==> config.mk <==
export PLATFORM = sky130hd
export DESIGN_NAME = serial_addsub_unit
export DESIGN_NICKNAME = d
export VERILOG_FILES = /design/src/rtl/addsub_pkg.sv /design/src/rtl/digit_adder.sv /design/src/rtl/serial_addsub_unit.sv
export SDC_FILE = /design/constraint.sdc
export NUM_CORES = 1
export LEC_CHECK = 0
export CAP_MARGIN = 30
export CELL_PAD_IN_SITES_DETAIL_PLACEMENT = 0
export CELL_PAD_IN_SITES_GLOBAL_PLACEMENT = 1
export CORE_AREA = 2 2 87 89
export DETAILED_ROUTE_END_ITERATION = 16
export DIE_AREA = 0 0 89 91
export HOLD_SLACK_MARGIN = 0.1
export PLACE_DENSITY_LB_ADDON = 0.1
export REMOVE_ABC_BUFFERS = 1
export SKIP_CTS_REPAIR_TIMING = 1
export SLEW_MARGIN = 20
export SYNTH_ARGS = -nofsm -noshare
export SYNTH_HDL_FRONTEND = slang
export SYNTH_HIERARCHICAL = 1
export SYNTH_SLANG_ARGS = --single-unit
==> constraint.sdc <==
create_clock -name CLK -period 3.7 [get_ports CLK]
set_input_delay 1.11 -clock CLK [delete_from_list [all_inputs] [get_ports CLK]]
set_output_delay 1.11 -clock CLK [all_outputs]
set_load 0.05 [all_outputs]
==> src/rtl/addsub_pkg.sv <==
// Shared constants for the serial adder/subtractor: operation codes and FSM states.
package addsub_pkg;

  localparam logic [1:0] MODE_ADD  = 2'b00;
  localparam logic [1:0] MODE_ADDC = 2'b01;
  localparam logic [1:0] MODE_SUB  = 2'b10;
  localparam logic [1:0] MODE_ACC  = 2'b11;

  typedef enum logic [1:0] {
    ST_IDLE = 2'b00,
    ST_RUN  = 2'b01,
    ST_DONE = 2'b10
  } state_t;

endpackage

==> src/rtl/digit_adder.sv <==
// DIGIT-bit combinational ripple-carry slice. Also exposes the carry into the
// top bit so the caller can form signed overflow on the final slice.
module digit_adder #(
  parameter int DIGIT = 1
) (
  input  logic [DIGIT-1:0] x,
  input  logic [DIGIT-1:0] y,
  input  logic             ci,
  output logic [DIGIT-1:0] sum,
  output logic             co,
  output logic             c_msb
);

  logic c;

  // Ripple the carry through the slice, LSB first.
  always_comb begin
    // NOTE: every output gets a default before the loop so no path leaves a
    // value unassigned, which would infer a latch.
    c     = ci;
    sum   = '0;
    c_msb = ci;
    for (int i = 0; i < DIGIT; i++) begin
      if (i == DIGIT - 1) c_msb = c;
      sum[i] = x[i] ^ y[i] ^ c;
      c      = (x[i] & y[i]) | (c & (x[i] ^ y[i]));
    end
    co = c;
  end

endmodule

==> src/rtl/serial_addsub_unit.sv <==
// Multi-cycle adder/subtractor/accumulator processing DIGIT bits per clock.
// START is accepted in IDLE or DONE; the result lands in S/COUT/OVF K cycles
// later together with a one-cycle DONE pulse. S doubles as the accumulator.
module serial_addsub_unit
  import addsub_pkg::*;
#(
  parameter int WIDTH = 8,
  parameter int DIGIT = 1
) (
  input  logic             CLK,
  input  logic             RST_N,
  input  logic             START,
  input  logic [1:0]       MODE,
  input  logic [WIDTH-1:0] A,
  input  logic [WIDTH-1:0] B,
  input  logic             CIN,
  output logic             BUSY,
  output logic             DONE,
  output logic [WIDTH-1:0] S,
  output logic             COUT,
  output logic             OVF,
  output logic             ZERO
);

  localparam int K  = WIDTH / DIGIT;
  localparam int CW = (K > 1) ? $clog2(K) : 1;
  localparam logic [CW-1:0] CNT_LAST = CW'(K - 1);

  state_t            state;
  logic [CW-1:0]     cnt;
  logic [WIDTH-1:0]  x_sh;
  logic [WIDTH-1:0]  y_sh;
  logic [WIDTH-1:0]  sum_sh;
  logic              carry;

  logic [DIGIT-1:0]  slice_sum;
  logic              slice_co;
  logic              slice_cmsb;
  logic [WIDTH-1:0]  sum_next;

  digit_adder #(.DIGIT(DIGIT)) u_slice (
    .x     (x_sh[DIGIT-1:0]),
    .y     (y_sh[DIGIT-1:0]),
    .ci    (carry),
    .sum   (slice_sum),
    .co    (slice_co),
    .c_msb (slice_cmsb)
  );

  // New slice enters at the top; after K shifts the LSB slice sits at bit 0.
  assign sum_next = (sum_sh >> DIGIT) | (WIDTH'(slice_sum) << (WIDTH - DIGIT));
  assign ZERO     = (S == '0);

  // Control FSM, operand/sum shift registers and registered result.
  always_ff @(posedge CLK or negedge RST_N) begin
    if (!RST_N) begin
      // NOTE: the shift registers are reset along with the control state; they
      // are small flops, and a defined value keeps aborted runs from leaking.
      state  <= ST_IDLE;
      cnt    <= '0;
      x_sh   <= '0;
      y_sh   <= '0;
      sum_sh <= '0;
      carry  <= 1'b0;
      BUSY   <= 1'b0;
      DONE   <= 1'b0;
      S      <= '0;
      COUT   <= 1'b0;
      OVF    <= 1'b0;
    end else begin
      // NOTE: non-blocking assignments so every register samples pre-edge
      // values, independent of statement order.
      DONE <= 1'b0;
      case (state)
        ST_IDLE, ST_DONE: begin
          if (START) begin
            x_sh <= A;
            cnt  <= '0;
            BUSY <= 1'b1;
            state <= ST_RUN;
            case (MODE)
              MODE_ADD:  begin y_sh <= B;  carry <= 1'b0; end
              MODE_ADDC: begin y_sh <= B;  carry <= CIN;  end
              MODE_SUB:  begin y_sh <= ~B; carry <= 1'b1; end
              MODE_ACC:  begin y_sh <= S;  carry <= 1'b0; end
            endcase
          end else begin
            state <= ST_IDLE;
          end
        end
        ST_RUN: begin
          carry  <= slice_co;
          sum_sh <= sum_next;
          x_sh   <= x_sh >> DIGIT;
          y_sh   <= y_sh >> DIGIT;
          if (cnt == CNT_LAST) begin
            cnt   <= '0;
            state <= ST_DONE;
            BUSY  <= 1'b0;
            DONE  <= 1'b1;
            S     <= sum_next;
            COUT  <= slice_co;
            OVF   <= slice_cmsb ^ slice_co;
          end else begin
            cnt <= cnt + 1'b1;
          end
        end
        default: state <= ST_IDLE;
      endcase
    end
  end

endmodule

==> key figures <==
Critical path
  • Crit. End Element: output pin
  • Worst Setup Path Type: flop to output pin
  • Top delay family on crit path: buffers and inverters
  • Reg2reg end: x_sh[6]
  • Crit path launch type: flop
  • Crit path largest cell delay: 0.80 ns
  • Worst R2R Start: state[0]
  • Slowest cell on crit path: clkdlybuf4s50_1
  • Data arrival, critical path: 2.16 ns
  • Max FO, Critical Path: 4
  • Buf+Inv Stages, Crit Path: 1
  • Crit path required time: 2.59 ns
  • R2R Setup Slk: 1.99 ns
  • Worst reg-to-reg path cell count: 4
  • Crit-path cells: or4_1 -> nor2_1 -> clkdlybuf4s50_1

Global route
  • Vias in the first global route: 1490
  • Largest net degree at the start of global routing: 23
  • First-pass GRT wire length: 8045 um
  • Antenna violations before repair: 0
  • All-Layer GR Usage: 0.1320
  • GR Overflow Total: 0

Timing
  • Slew HR: 0.4473
  • Final Setup Violations: 0
  • Post-layout min period: 3.267 ns
  • Skew final: 0.004093 ns
  • RSZ-0062 raised after global routing: no
  • Final Hold Fails: 0
  • Post-route setup TNS: 0 ns
  • Period Utilization, post-route: 0.8830
  • Fmax: 306.1 MHz
  • Worst slew pin tran: 0.8290 ns
  • Max-slew violation count: 0
  • Worst setup margin: 0.4329 ns

Route
  • Via density: 4.416
  • Vias: 1475
  • Remaining antenna violation count: 0
  • Wirelength per Cell: 14.30 um
  • Initial DRT Pass Iterations: 4
  • Drt first-iter violations: 61
  • DRC viols: 0
  • Final WL: 4775 um

CTS
  • H-tree Lvls: 2
  • Clk sinks: 41
  • Clock root buffer: clkbuf_8
  • CTS tree: done
  • Clk slew on worst S/H paths: 0.08 ns
  • CTS Buffer Depth: 2
  • Latest clock arrival within the worst-skew pair: 0.29 ns
  • Num CTS Buffers: 5

Logic synthesis
  • Top cells by count, synth: nand2_1 (53), dfrtp_1 (41), nand2b_1 (19), a31oi_1 (15), nor2_1 (12)
  • Post-Syn Area: 1972 um2
  • Top post-synthesis cells by area: dfrtp_1 (52%), nand2_1 (10%), nand2b_1 (6.0%)
  • Most common cell in the netlist: nand2_1
  • Synth Instances: 201
  • Area fraction of the dominant cell type after synthesis: 0.5203
  • Post-synth top flop: dfrtp_1
  • Synth warn: 6
  • Distinct cell type count after synthesis: 27
  • Post-synth ARST share: 1.000
  • Post-synth EDFFs: 0
  • Synth area leader: dfrtp_1
  • Syn Area/Cell: 9.810 um2
  • Sequential area share after synthesis: 0.5203
  • Synthesized flop and latch total: 41

Cells and area
  • Filler cell count: 748
  • ANT cells: 0
  • Area of the multi-input gates: 862.1 um2
  • Share of cells above drive strength 1: 0.1064
  • Post-layout nets: 260
  • Sequential Area: 1026 um2
  • Area grow syn2layout: 27.22%

Floorplanning
  • Core area: 7137 um2
  • Die area: 8099 um2
  • # IOs: 35
  • Initial Utilization: 0.2763
  • Die H: 91 um
  • Die X: 89 um
  • Row Count: 31

Pwr
  • Peak VDD IR: 0.4417 mV
  • PwrDens: 844.1 nW/um2
  • Leakage: 1.082 nW

Hold path
  • Hold Path Sink: sum_sh[1]
  • HP Class: flop to flop
  • Hold path depth: 2
  • Min-Delay Startpoint: sum_sh[1]

Placed design
  • Worst slack, placed: 0.7319 ns
  • Hpwl dp: 3261 um
  • GPL Wtd Cong: 0.6747
  • IO Port Bufs: 34

Flow run
  • Max Cap Viol: 0

Outcome
  • Outcome: finished, final reports clean
==> layout make-up <==
class,instances,share of cell area
timing repair buffer,39,0.1566
tap,99,0.04938
clock inverter,2,0.005486
inverter,2,0.002993
clock buffer,6,0.03292
multi-input combinational,145,0.3436
sequential,41,0.4090
==> report_power, final <==
group	internal [W]	leakage, nW	switching (W)
combinational	0.000404	0.534	0.000586
sequential	0.000659	0.496	0.000152
clock	0.000151	0.0512	0.000165
total	0.00121	1.08	0.000903
==> tightest hold or removal path: cells and delay by family (launching register included) <==
kind / cells / cell delay (ns)
flops: 1 / 0.35
simple gates: 2 / 0.11
==> worst max path at each step <==
stage          startpoint   end  slack [ns]  depth (start not counted)
6_report             S[6]  ZERO        0.43                          3
5_1_grt              S[6]  ZERO        0.35                          3
4_1_cts              S[6]  ZERO        0.39                          3
3_5_place_dp         S[6]  ZERO        0.73                          3
3_3_place_gp         S[6]  ZERO        0.76                          3
2_1_floorplan        S[2]  ZERO        0.79                          2
==> flip-flops by register name, indices dropped and copies added, names as in the netlist <==
signal	count
OVF	1
x_sh	8
DONE	1
BUSY	1
y_sh	8
COUT	1
sum_sh	7
carry	1
state	2
S	8
cnt	3
==> metrics by stage <==
step | area [um2] | instances | util | total power, W | hold WS [ns]
final | 2509 | 334 | 0.3515 | 0.002117 | 0.4808
after floorplan | 1896 | 188 | - | 0.001458 | 0.4418
after global placement | 2385 | 325 | 0.3342 | 0.001816 | 0.4694
after CTS | 2509 | 334 | 0.3515 | 0.002153 | 0.4888
after global routing | 2509 | 334 | 0.3515 | 0.002302 | 0.5054
after detailed placement | 2412 | 326 | 0.3380 | 0.001823 | 0.4669
==> metal layers <==
| layer | part of all wire | track usage | routed length [um] | up-vias |
|---|---|---|---|---|
| met1 | 0.51 | 0.1919 | 2427 | 706 |
| met5 | 0 | 0 | 0 | - |
| met2 | 0.44 | 0.1872 | 2109 | 20 |
| li1 | - | - | - | 745 |
| met4 | 0.011 | 0.03358 | 51 | 0 |
| met3 | 0.039 | 0.04545 | 186 | 4 |
==> cells by family (layout without fill, tap and decap cells) <==
logic type	count (synthesis)	count (layout)	share of synthesized area
buffers and inverters	15	49	0.04251
AO/OA/AOI/OAI	31	31	0.1123
XOR/XNOR	1	1	0.004442
AND/OR/NAND/NOR	99	99	0.2341
multiplexers	10	10	0.05711
flip-flops	41	41	0.5203
adder cells (fa/ha/maj)	4	4	0.02919
==> placed cells by master, fill, tap and decap left out, types with 2 or more instances in the layout <==
| master | count |
|---|---|
| nand2_1 | 53 |
| a31oi_1 | 15 |
| o21ai_0 | 2 |
| buf_4 | 4 |
| a22o_1 | 3 |
| or4_1 | 2 |
| nand2b_1 | 19 |
| ha_1 | 3 |
| mux2_2 | 10 |
| inv_1 | 2 |
| a311oi_1 | 7 |
| nor2b_1 | 10 |
| dfrtp_1 | 41 |
| clkdlybuf4s50_1 | 33 |
| nor2_1 | 12 |
| clkbuf_8 | 6 |
Note: power is estimated with default switching activity, not from simulation.
